### config.mk
export PLATFORM = sky130hd
export DESIGN_NAME = phase_unwrapper
export DESIGN_NICKNAME = d
export VERILOG_FILES = /design/src/rtl/phase_unwrapper_pkg.sv /design/src/rtl/phase_unwrapper_sat_add.sv /design/src/rtl/phase_unwrapper.sv
export SDC_FILE = /design/constraint.sdc
export NUM_CORES = 1
export LEC_CHECK = 0
export ABC_AREA = 1
export BUFFER_PORTS_ARGS = -buffer_cell sky130_fd_sc_hd__buf_2
export CAP_MARGIN = 20
export CORE_UTILIZATION = 40
export DETAILED_ROUTE_END_ITERATION = 6
export GPL_ROUTABILITY_DRIVEN = 0
export GPL_TIMING_DRIVEN = 0
export PLACE_DENSITY = 0.56
export SLEW_MARGIN = 5
export SYNTH_ARGS = -nofsm -noshare
export SYNTH_HDL_FRONTEND = slang
export SYNTH_SLANG_ARGS = --single-unit
### constraint.sdc
create_clock -name SYS_aclk -period 4.35 [get_ports SYS_aclk]
set_input_delay 1.305 -clock SYS_aclk [delete_from_list [all_inputs] [get_ports SYS_aclk]]
set_output_delay 1.305 -clock SYS_aclk [all_outputs]
set_load 0.005 [all_outputs]
### src/rtl/phase_unwrapper_pkg.sv
// Shared vibrometer constants: default stream widths and the signed limits of
// the default accumulator width.
package phase_unwrapper_pkg;

    localparam int unsigned PHASE_WIDTH_DEF      = 16;
    localparam int unsigned AXIS_TDATA_WIDTH_DEF = 32;

    localparam logic signed [AXIS_TDATA_WIDTH_DEF-1:0] AXIS_MAX_DEF =
        {1'b0, {(AXIS_TDATA_WIDTH_DEF-1){1'b1}}};
    localparam logic signed [AXIS_TDATA_WIDTH_DEF-1:0] AXIS_MIN_DEF =
        {1'b1, {(AXIS_TDATA_WIDTH_DEF-1){1'b0}}};

endpackage

### src/rtl/phase_unwrapper_sat_add.sv
// Combinational signed adder that clamps to the W-bit signed range and flags
// when clamping occurred.
module phase_unwrapper_sat_add #(
    parameter int unsigned W = 32
) (
    input  logic [W-1:0] a_i,
    input  logic [W-1:0] b_i,
    output logic [W-1:0] sum_o,
    output logic         ovf_o
);

    localparam logic [W-1:0] SAT_MAX = {1'b0, {(W-1){1'b1}}};
    localparam logic [W-1:0] SAT_MIN = {1'b1, {(W-1){1'b0}}};

    logic [W:0] wide;

    // One guard bit: the top two bits disagree exactly when the true sum leaves the range.
    always_comb begin
        wide  = {a_i[W-1], a_i} + {b_i[W-1], b_i};
        sum_o = wide[W-1:0];
        ovf_o = 1'b0;
        if (wide[W] != wide[W-1]) begin
            ovf_o = 1'b1;
            sum_o = wide[W] ? SAT_MIN : SAT_MAX;
        end
    end

endmodule

### src/rtl/phase_unwrapper.sv
// Turns a wrapped phase stream into a continuous signed displacement using a
// two-stage AXI-Stream pipeline with a saturating accumulator.
module phase_unwrapper
    import phase_unwrapper_pkg::*;
#(
    parameter int unsigned PHASE_WIDTH      = PHASE_WIDTH_DEF,
    parameter int unsigned AXIS_TDATA_WIDTH = AXIS_TDATA_WIDTH_DEF
) (
    input  logic                        SYS_aclk,
    input  logic                        SYS_reset,
    input  logic                        PU_clear,
    input  logic [PHASE_WIDTH-1:0]      S_AXIS_tdata,
    input  logic                        S_AXIS_tvalid,
    output logic                        S_AXIS_tready,
    output logic [AXIS_TDATA_WIDTH-1:0] M_AXIS_tdata,
    output logic                        M_AXIS_tvalid,
    input  logic                        M_AXIS_tready,
    output logic                        PU_overflow
);

    localparam int unsigned PW  = PHASE_WIDTH;
    localparam int unsigned AW  = AXIS_TDATA_WIDTH;
    localparam int unsigned EXT = AW - PW;

    // Stage 1 state
    logic          v1_q, v1_d;
    logic          first_q, first_d;
    logic          is_first_q, is_first_d;
    logic [PW-1:0] prev_q, prev_d;
    logic [PW-1:0] delta_q, delta_d;
    logic [PW-1:0] phase_q, phase_d;

    // Stage 2 state
    logic [AW-1:0] acc_q, acc_d;
    logic          m_valid_q, m_valid_d;
    logic          ovf_q, ovf_d;

    logic          adv;
    logic          hs;
    logic [AW-1:0] delta_ext;
    logic [AW-1:0] phase_ext;
    logic [AW-1:0] sum;
    logic          sum_ovf;

    assign adv           = ~m_valid_q | M_AXIS_tready;
    assign S_AXIS_tready = adv & ~PU_clear & ~SYS_reset;
    assign hs            = S_AXIS_tvalid & S_AXIS_tready;

    assign delta_ext = {{EXT{delta_q[PW-1]}}, delta_q};
    assign phase_ext = {{EXT{phase_q[PW-1]}}, phase_q};

    phase_unwrapper_sat_add #(
        .W (AW)
    ) u_sat_add (
        .a_i   (acc_q),
        .b_i   (delta_ext),
        .sum_o (sum),
        .ovf_o (sum_ovf)
    );

    // Stage 1: modular difference against the previously accepted sample.
    always_comb begin
        v1_d       = v1_q;
        first_d    = first_q;
        is_first_d = is_first_q;
        prev_d     = prev_q;
        delta_d    = delta_q;
        phase_d    = phase_q;
        if (PU_clear) begin
            v1_d    = 1'b0;
            first_d = 1'b1;
            prev_d  = '0;
        end else if (adv) begin
            if (hs) begin
                v1_d       = 1'b1;
                delta_d    = S_AXIS_tdata - prev_q;
                phase_d    = S_AXIS_tdata;
                prev_d     = S_AXIS_tdata;
                is_first_d = first_q;
                first_d    = 1'b0;
            end else begin
                v1_d = 1'b0;
            end
        end
    end

    // Stage 2: seed with the raw first phase, then accumulate with saturation.
    always_comb begin
        acc_d     = acc_q;
        m_valid_d = m_valid_q;
        ovf_d     = ovf_q;
        if (PU_clear) begin
            acc_d     = '0;
            m_valid_d = 1'b0;
            ovf_d     = 1'b0;
        end else if (adv) begin
            if (v1_q) begin
                m_valid_d = 1'b1;
                if (is_first_q) begin
                    acc_d = phase_ext;
                end else begin
                    acc_d = sum;
                    ovf_d = ovf_q | sum_ovf;
                end
            end else begin
                m_valid_d = 1'b0;
            end
        end
    end

    always_ff @(posedge SYS_aclk) begin
        if (SYS_reset) begin
            v1_q       <= 1'b0;
            first_q    <= 1'b1;
            is_first_q <= 1'b0;
            prev_q     <= '0;
            delta_q    <= '0;
            phase_q    <= '0;
            acc_q      <= '0;
            m_valid_q  <= 1'b0;
            ovf_q      <= 1'b0;
        end else begin
            v1_q       <= v1_d;
            first_q    <= first_d;
            is_first_q <= is_first_d;
            prev_q     <= prev_d;
            delta_q    <= delta_d;
            phase_q    <= phase_d;
            acc_q      <= acc_d;
            m_valid_q  <= m_valid_d;
            ovf_q      <= ovf_d;
        end
    end

    assign M_AXIS_tdata  = acc_q;
    assign M_AXIS_tvalid = m_valid_q;
    assign PU_overflow   = ovf_q;

endmodule

# Word level (Yosys, flattened, before mapping)
# Index checks and enable logic that the tools add are counted.
# totals
rom_bits	0
ram_bits	0
regBits	85
mem_count	0
output_inout_bits	35
elab_cells	32
input_bits	21
latchBits	0
# classes
n_div	0
bitwise	9
shift	0
n_eq_ne	1
reduce_logical	5
n_mul	0
n_mux	6
order_cmp	0
addsub	2
# op_table
op	n
$mux 32	3
$add 32x16->33	1
$sub 16x16->16	1
$reduce_and 3->1	2
$not 1->1	4
$reduce_and 2->1	2
$and 1x1->1	3
$mux 1	3
$or 1x1->1	2
$reduce_or 2->1	1
$ne 1x1->1	1

# Logic depth before layout (Yosys ltp)
# Gate-level depths: netlist of run 1.
# depth
depth_word	6
depth_mapped	20

# By module
# From an unflattened synthesis of run 1, not the netlist that was laid out.
# hier_totals
cells_unflattened	1074
area_unflattened_um2	6683.9
# by_module_without_submodules
module	n_inst	seq_area_each_um2	cells_per_inst	area_per_inst_um2
phase_unwrapper	1	1701.6	582	4137.7
phase_unwrapper_sat_add	1	0.0	492	2546.2

# Worst setup path after synthesis of run 1
# No wires, ideal clock.
# synth_timing
path_kind	input-to-output
start	input SYS_reset
end	output S_AXIS_tready
cell_stages	4
t_required_ns	3.045
slack_ns	1.254
arrival_time_ns	1.791
path_cell_list	clkbuf_1 nor2_1 inv_2 nor2_1
# synth_via
elab_chain_len	2
# synth_rtl
item	line	source
start: declaration	phase_unwrapper.sv:10	input logic SYS_reset,
$not 1->1	phase_unwrapper.sv:46	assign S_AXIS_tready = adv & ~PU_clear & ~SYS_reset;
$and 1x1->1	phase_unwrapper.sv:46	
end: declaration	phase_unwrapper.sv:14	output logic S_AXIS_tready,
# No other way between the ends.

# Worst setup path in the final report of run 1
# Same ends and word-level chain as after synthesis.

==> results of run 1 <==
-- registers in the layout, indices dropped and copies added, names as in the netlist --
| name | count |
|---|---|
| M_AXIS_tvalid | 1 |
| M_AXIS_tdata | 32 |
| v1_q | 1 |
| delta_q | 16 |
| first_q | 1 |
| phase_q | 16 |
| prev_q | 16 |
| is_first_q | 1 |
| PU_overflow | 1 |
-- power groups by stage --
stage          clock (mW)  combinational, mW  sequential, mW
2_1_floorplan           0              0.219           0.825
3_3_place_gp            0              0.297           0.833
3_5_place_dp            0              0.298           0.833
4_1_cts             0.777              0.299           0.815
5_1_grt             0.806              0.336           0.817
6_report            0.758              0.298           0.816
-- cell usage in the layout (no fill, tap or decap), types with 13 or more instances in the layout --
master,Yosys,layout
a21oi_1,88,88
a21oi_2,26,26
buf_2,7,61
clkbuf_1,19,19
dfxtp_1,85,85
ha_1,47,47
inv_1,116,116
nand2_1,309,309
nand2_2,34,34
nand3_1,47,47
nor2_1,89,89
o21ai_0,22,22
o21bai_1,13,13
xor2_1,20,20
-- worst paths after layout --
check                                  from       endpoint  cells past startpoint
worst max-delay path              SYS_reset  S_AXIS_tready                      5
worst min register to register    prev_q[9]      prev_q[9]                      2
worst min-delay path              prev_q[9]      prev_q[9]                      2
worst max register to register  delta_q[15]    PU_overflow                     12
-- metrics by stage --
step | hold WS [ps] | setup WS, ps | instances
floorplan | 438 | 1250 | 1018
finish | 465 | 862 | 1304
global placement | 452 | 847 | 1288
detailed placement | 456 | 846 | 1288
CTS | 467 | 842 | 1304
global route | 481 | 777 | 1304
-- layout make-up --
type                    instances  share of cell area [%]
multi-input cells             781                    57.6
flip-flops and latches         85                    22.8
plain buffers                  32                    2.58
inverters                     120                    6.03
clock inverters                 6                   0.586
clock buffers                  10                    3.20
repair buffers                 54                    3.62
well taps                     216                    3.62
-- kinds of logic (layout without fill, tap and decap cells) --
logic type	count (synthesis)	count (layout)
buffers and inverters	152	222
AOI/OAI and AO/OA	174	174
adders and majority gates	49	49
DFF	85	85
xor gates and xnor gates	27	27
and+or+nand+nor	531	531
-- worst max-delay path: cells and delay by family --
family                 cells  cell delay [ps]
buffers and inverters      3              670
AND/OR/NAND/NOR            2              190
-- layer usage --
layer,vias to the layer above,global-route usage [%],wire (µm)
met4,0,6.09,254
li1,3403,-,-
met3,15,2.81,864
met2,127,39.2,8690
met5,-,0,0
met1,2853,34.4,9970
==> results.yml, run 1 <==
worst_setup_path:
  r2r_slack_ps: 1210
  crit_path_top_delay_cell: "clkbuf_1"
  worstSetupPathType: "in -> out"
  cp_common_cell: "nor2_1"
  worst-path-max-fanout: 9
  crit_chain: "clkbuf_1 -> nor2_1 -> inv_2 -> nor2_1 -> buf_2"
  crit_path_max_incr_delay_ps: 360
  cp-start-kind: "primary input"
  cp-end-kind: "output port"
  required_ps: 3040
  arrival_ps: 2180
die:
  core-area_um2: 16100
  die_x_um: 131
  die_area_um2: 17100
  rows: 46
  die_height_um: 131
  initial_utilization_pct: 41.4
  io-pin-count: 56
power_and_ir_drop:
  p_int_mw: 1.31
  finalPower_mw: 1.87
  seq_power_share_pct: 43.6
  irDropWorstVdd_mv: 0.182
  switchingPower_uw: 560
  pwr-share-clk_pct: 40.5
  power_density_nw_per_um2: 251
  power_frac_comb_pct: 15.9
  p_leak_nw: 3.77
  switching_share_pct: 29.9
detailed_routing:
  viasPerCell: 4.91
  via_count: 6398
  detail_route.first_pass.iterations: 5
  drt-total-wl_um: 19800
  wl_per_cell_um: 15.2
  drc: 0
  ant_nets: 0
  first_iter_violations: 390
clock_network:
  cts_hold_buffers: 0
  cts_resized: 0
  htreeDepth: 3
  clock_sinks: 85
  cts_root_buf: "clkbuf_16"
  numCtsBuffers: 9
  clk_latency_ps: 350
  tritoncts: "done"
  clk_path_buf_depth: 2
  path_clk_slew_ps: 70
  post_cts_buffers: 0
yosys:
  synth_edf_count: 0
  synth.mux.area_fraction_pct: 0
  syn_nets: 1088
  synth_top_family_by_area: "simple AND/OR/NAND/NOR gates"
  synth_cell_types: 42
  synthMostInstantiatedCell: "nand2_1"
  synth_common_cells: "nand2_1 (309), inv_1 (116), nor2_1 (89)"
  synth_top_flop_cell: "dfxtp_1"
  synth_cells: 1018
  synth_compound_area_share_pct: 16.2
  synthXorXnorAreaFrac_pct: 3.56
  avgSynthCellArea_um2: 6.53
  synthAdderAreaFrac_pct: 9.45
  async_reset_ff_share_pct: 0
  ys_ff_latch: 85
  ys_seq_area_share_pct: 25.6
  yosys-top-cells-area: "dfxtp_1 (26%), nand2_1 (17%), ha_1 (8.8%)"
  synthSimpleGateAreaFrac_pct: 35.5
  synth_area_um2: 6650
  yosysTopAreaCell: "dfxtp_1"
  yosys_warnings: 0
  synth_top_area_share_pct: 25.6
timing:
  fin_crit_ps: 3490
  finalSetupViolCount: 0
  finalCritPeriodShare_pct: 80.2
  slew_violations: 0
  max_slew_margin_pct: 44.9
  fin_tns_setup_ps: 0
  rsz0062_at_grt: "no"
  finalHoldViolCount: 0
  finClkSkew_ps: 4.59
  tightestPinTransition_ps: 826
  max_freq_mhz: 287
place:
  place_area_um2: 7190
  port_buffers: 54
  place_hpwl_um: 15900
grt:
  grt_max_degree: 19
  grt_antenna_before_repair: 0
  grt_pass1_vias: 6003
  overflow: 0
  grt_first_pass_wirelength_um: 31300
  track_usage_pct: 24.3
finish:
  syn_to_final_growth_pct: 12.4
  nNetsFinal: 1153
  final_util_pct: 46.5
  fillers: 1731
  layout-drive-gt1-share_pct: 15.9
  register_area_um2: 1700
  fin_area_um2: 7470
  multiInputGateArea_um2: 4300
  diodes: 0
flow_run:
  cap_violations: 0
hold_path:
  hold_class: "reg -> reg"
outcome:
  status: "finished, final reports clean"
Note: power is estimated with default switching activity, not from simulation.
==> inputs of run 2 (changes only) <==
--- a/config.mk
+++ b/config.mk
@@ -12,7 +12,7 @@
 export DETAILED_ROUTE_END_ITERATION = 6
 export GPL_ROUTABILITY_DRIVEN = 0
 export GPL_TIMING_DRIVEN = 0
-export PLACE_DENSITY = 0.56
+export PLACE_DENSITY = 0.58
 export SLEW_MARGIN = 5
 export SYNTH_ARGS = -nofsm -noshare
 export SYNTH_HDL_FRONTEND = slang
==> constraint.sdc (replaced) <==
create_clock -name SYS_aclk -period 3 [get_ports SYS_aclk]
set_input_delay 0.9 -clock SYS_aclk [delete_from_list [all_inputs] [get_ports SYS_aclk]]
set_output_delay 0.9 -clock SYS_aclk [all_outputs]
set_load 0.005 [all_outputs]
==> run 2 against run 1 <==
Net effect:
- cell area rose by 0.10%
- routed wire length fell by 2.7%
- worst setup slack got worse by 600 ps
- core utilization barely moved
- cell count did not move
==> results.yml, run 2 (synthesis results as in run 1) <==
outcome:
  status: "finished, final reports clean"
worst_setup_path:
  cp_common_cell: "nand2_1"
  worstSetupPathType: "reg -> reg"
  cp-end-kind: "register"
  crit_path_max_incr_delay_ps: 510
  required_ps: 3210
  worst-path-max-fanout: 3
  crit_chain: "ha_2 -> inv_1 -> fa_1 -> inv_1 -> nand3_1 -> nand2_2 -> a21oi_1 -> o21ai_0 -> nand3_1 -> nand2_1 -> nand2_1 -> nand3_2 -> nand2_1 -> nand2_1 -> a21oi_2"
  arrival_ps: 2950
  crit_path_top_delay_cell: "o21ai_0"
  cp-start-kind: "register"
power_and_ir_drop:
  finalPower_mw: 2.72
  power_density_nw_per_um2: 363
  irDropWorstVdd_mv: 0.264
  p_leak_nw: 3.77
grt:
  track_usage_pct: 23.6
  overflow: 0
  grt_antenna_before_repair: 0
  grt_pass1_vias: 5956
  grt_max_degree: 19
  grt_first_pass_wirelength_um: 30600
timing:
  max_slew_margin_pct: 46.2
  finalCritPeriodShare_pct: 91.4
  max_freq_mhz: 365
  finalHoldViolCount: 0
  finalSetupViolCount: 0
  fin_crit_ps: 2740
  fin_tns_setup_ps: 0
  slew_violations: 0
  fin_hold_ws_ps: 466
  tightestPinTransition_ps: 807
  finClkSkew_ps: 11.8
  rsz0062_at_grt: "no"
place:
  place_hpwl_um: 15600
  place_area_um2: 7190
  port_buffers: 54
finish:
  nNetsFinal: 1153
  layout-drive-gt1-share_pct: 16.1
  syn_to_final_growth_pct: 12.5
  fillers: 1739
  largest_register_ffs: 32
  final_cell_mix: "nand2_1 (309), inv_1 (116), nor2_1 (89)"
  fin_area_um2: 7480
  register_area_um2: 1700
  multiInputGateArea_um2: 4300
  diodes: 0
  final_common_cell: "nand2_1"
clock_network:
  clk_path_buf_depth: 2
  clock_sinks: 85
  tritoncts: "done"
  numCtsBuffers: 9
  clk_latency_ps: 350
  cts_root_buf: "clkbuf_16"
  path_clk_slew_ps: 70
  htreeDepth: 3
die:
  initial_utilization_pct: 41.4
  die_height_um: 131
  die_area_um2: 17100
  io-pin-count: 56
  die_x_um: 131
  rows: 46
  core-area_um2: 16100
detailed_routing:
  via_count: 6427
  ant_nets: 0
  detail_route.first_pass.iterations: 5
  first_iter_violations: 393
  drt-total-wl_um: 19200
  drc: 0
  wl_per_cell_um: 14.8
  viasPerCell: 4.93
hold_path:
  hold_class: "reg -> reg"
flow_run:
  cap_violations: 0
[run 2: cell types whose count changed in the layout (fill, tap and decap cells not counted), sizes merged]
| cell | delta |
|---|---|
| clkinv | -1 |
| clkbuf | +1 |
[run 2: power breakdown]
group          leakage [nW]  internal [mW]  switching [mW]
combinational          2.94          0.158           0.274
clock                 0.137          0.594           0.509
sequential            0.690           1.16          0.0249
[run 2: through the flow]
stage	worst slack [ps]	instances	util, %
6_report	257	1304	46.6
5_1_grt	5.50	1304	46.6
4_1_cts	19.8	1304	46.5
3_5_place_dp	-44.1	1288	44.8
3_3_place_gp	-60.9	1288	44.8
2_1_floorplan	331	1018	-
[run 2: worst max-delay path, delay by kind of cell (launching register included)]
family                     cells  cell delay (ps)
DFF                            1              360
adders and majority gates      2              620
and+or+nand+nor                8              770
AOI/OAI and AO/OA              3              680
buffers and inverters          2              170
[run 2: routing by layer]
metal / track usage, % / up-vias / wire length, µm
met5: 0 / - / 0
met4: 5.68 / 0 / 215
met3: 3.14 / 15 / 647
met2: 39.3 / 98 / 8820
met1: 32.1 / 2906 / 9560
li1: - / 3408 / -
[run 2: repair_timing]
action / CTS / global route
endpoints found under the setup margin: 0 / 32
resized for setup: 0 / 3
setup buffers: 0 / 0
hold buffers: 0 / 0
[run 2: layout make-up]
type,instances,area share (%)
Clock buffer,11,3.25
Clock inverter,5,0.569
Buffer,32,2.58
Timing Repair Buffer,54,3.61
Tap cell,216,3.61
Sequential cell,85,22.8
Multi-Input combinational cell,781,57.6
Inverter,120,6.02
[run 2: worst paths after layout]
path / from / to / slack [ps] / depth (start not counted)
max: delta_q[0] / M_AXIS_tdata[22] / 260 / 15
min: phase_q[10] / phase_q[10] / 470 / 2
max reg2reg: delta_q[0] / M_AXIS_tdata[22] / 260 / 15
min reg2reg: phase_q[10] / phase_q[10] / 470 / 2
==> inputs of run 3 (changes only) <==
--- a/config.mk
+++ b/config.mk
@@ -8,11 +8,11 @@
 export ABC_AREA = 1
 export BUFFER_PORTS_ARGS = -buffer_cell sky130_fd_sc_hd__buf_2
 export CAP_MARGIN = 20
-export CORE_UTILIZATION = 40
+export CORE_UTILIZATION = 55
 export DETAILED_ROUTE_END_ITERATION = 6
 export GPL_ROUTABILITY_DRIVEN = 0
 export GPL_TIMING_DRIVEN = 0
-export PLACE_DENSITY = 0.58
+export PLACE_DENSITY = 0.76
 export SLEW_MARGIN = 5
 export SYNTH_ARGS = -nofsm -noshare
 export SYNTH_HDL_FRONTEND = slang
==> run 3 against run 2 <==
Net effect:
- hold slack worse by 3.1 ps
- clock power grew 16%
- worst setup slack worse by 29 ps
- via count increased by 2.8%
==> results.yml, run 3 (synthesis results as in run 1) <==
outcome:
  status: "finished, final reports clean"
power_and_ir_drop:
  switchingPower_uw: 773
  irDropWorstVdd_mv: 0.477
  power_frac_comb_pct: 14.9
  pwr-share-clk_pct: 44.3
  p_leak_nw: 3.80
  switching_share_pct: 26.7
  p_int_mw: 2.13
  finalPower_mw: 2.90
  seq_power_share_pct: 40.8
  power_density_nw_per_um2: 390
grt:
  busiest_layer: "met2"
  grt_first_pass_wirelength_um: 30300
  grt_use_met1_pct: 40.8
  grt_pass1_vias: 6231
  overflow: 0
  use_met3_pct: 4.90
  globalRouteMet2Util_pct: 51.4
  track_usage_pct: 30.6
  grt_max_degree: 19
  grt_antenna_before_repair: 0
hold_path:
  hold_class: "reg -> reg"
finish:
  largest_register_ffs: 32
  final_cell_mix: "nand2_1 (309), inv_1 (116), nor2_1 (89)"
  diodes: 0
  final_common_cell: "nand2_1"
  syn_to_final_growth_pct: 11.8
  layout-drive-gt1-share_pct: 15.9
  final_util_pct: 64.0
  nNetsFinal: 1153
worst_setup_path:
  worst-path-max-fanout: 10
  worstSetupPathType: "reg -> reg"
  cp-end-kind: "register"
  arrival_ps: 2990
  cp-start-kind: "register"
  required_ps: 3210
place:
  place_hpwl_um: 14500
  port_buffers: 54
  pre_cts_slack_ps: -2.46
timing:
  fin_tns_setup_ps: 0
  rsz0062_at_grt: "no"
  max_slew_margin_pct: 46.7
  max_freq_mhz: 361
  fin_crit_ps: 2770
  finalCritPeriodShare_pct: 92.4
  finalSetupViolCount: 0
  tightestPinTransition_ps: 799
  finClkSkew_ps: 10.0
  fin_ws_ps: 228
  finalHoldViolCount: 0
  slew_violations: 0
clock_network:
  numCtsBuffers: 9
  clk_path_buf_depth: 2
  htreeDepth: 3
  cts_root_buf: "clkbuf_16"
  tritoncts: "done"
  clk_latency_ps: 360
  clock_sinks: 85
  post_cts_buffers: 0
  cts_hold_buffers: 0
  path_clk_slew_ps: 70
die:
  core-area_um2: 11600
  die_x_um: 112
  die_height_um: 112
  initial_utilization_pct: 57.2
  io-pin-count: 56
  die_area_um2: 12500
  rows: 39
detailed_routing:
  drt-total-wl_um: 18300
  detail_route.first_pass.iterations: 5
  drc: 0
  ant_nets: 0
  viasPerCell: 5.37
  via_count: 6609
  first_iter_violations: 462
  wl_per_cell_um: 14.9
flow_run:
  cap_violations: 0
[run 3: layout make-up]
| type | instances | area (µm²) |
|---|---|---|
| Buffer | 32 | 193 |
| Clock buffer | 9 | 225 |
| Clock inverter | 6 | 111 |
| Fill cell | 1117 | 4180 |
| Inverter | 120 | 450 |
| Multi-Input combinational cell | 781 | 4300 |
| Sequential cell | 85 | 1700 |
| Tap cell | 143 | 179 |
| Timing Repair Buffer | 54 | 270 |
[run 3: critical path, cell delays in order, from the launching register on]
cell and delay (ps):
dfxtp_1 380, ha_1 220, inv_1 80, fa_1 420, inv_1 100, nand3_1 80
nand2_2 120, nand2_2 60, nand2_2 90, nand2_2 50, nand2_2 120, nand2_2 90
nand2_2 70, nand2_1 80, nand2_4 120, nand2_8 90, buf_12 160, nand2_2 50
nand2_1 60, a21oi_1 130, nor2_1 60
[run 3: final timing paths]
kind,from,endpoint,slack (ps),cells past startpoint
hold / removal,prev_q[5],prev_q[5],460,2
setup reg to reg,M_AXIS_tdata[0],M_AXIS_tdata[15],230,20
hold reg to reg,prev_q[5],prev_q[5],460,2
setup / recovery,M_AXIS_tdata[0],M_AXIS_tdata[15],230,20
[run 3: timing repair]
item / in CTS / in global routing
endpoints found under the setup margin: 0 / 32
endpoints found under the hold margin: 0 / 0
gates resized for setup: 0 / 2
[run 3: per-stage QoR]
stage	hold WS [ps]	cell area, µm²	instances
after global placement	451	7100	1215
final	463	7430	1230
after detailed placement	455	7100	1215
after global routing	479	7430	1230
after CTS	465	7430	1230
after floorplan	438	6650	1018
[run 3: routing by layer]
layer / wire [µm] / share of wire (%) / vias up
met5: 0 / 0 / -
met4: 332 / 1.8 / 0
met3: 1280 / 7.0 / 33
met2: 8400 / 46 / 200
met1: 8260 / 45 / 2981
li1: - / - / 3395
[run 3: power by group through the flow]
| stage | Clock, mW | Combinational (mW) | Sequential, mW |
|---|---|---|---|
| final | 1.28 | 0.430 | 1.18 |
| after global routing | 1.34 | 0.480 | 1.18 |
| after CTS | 1.30 | 0.427 | 1.18 |
| after detailed placement | 0 | 0.423 | 1.21 |
| after global placement | 0 | 0.417 | 1.21 |
| after floorplan | 0 | 0.318 | 1.20 |
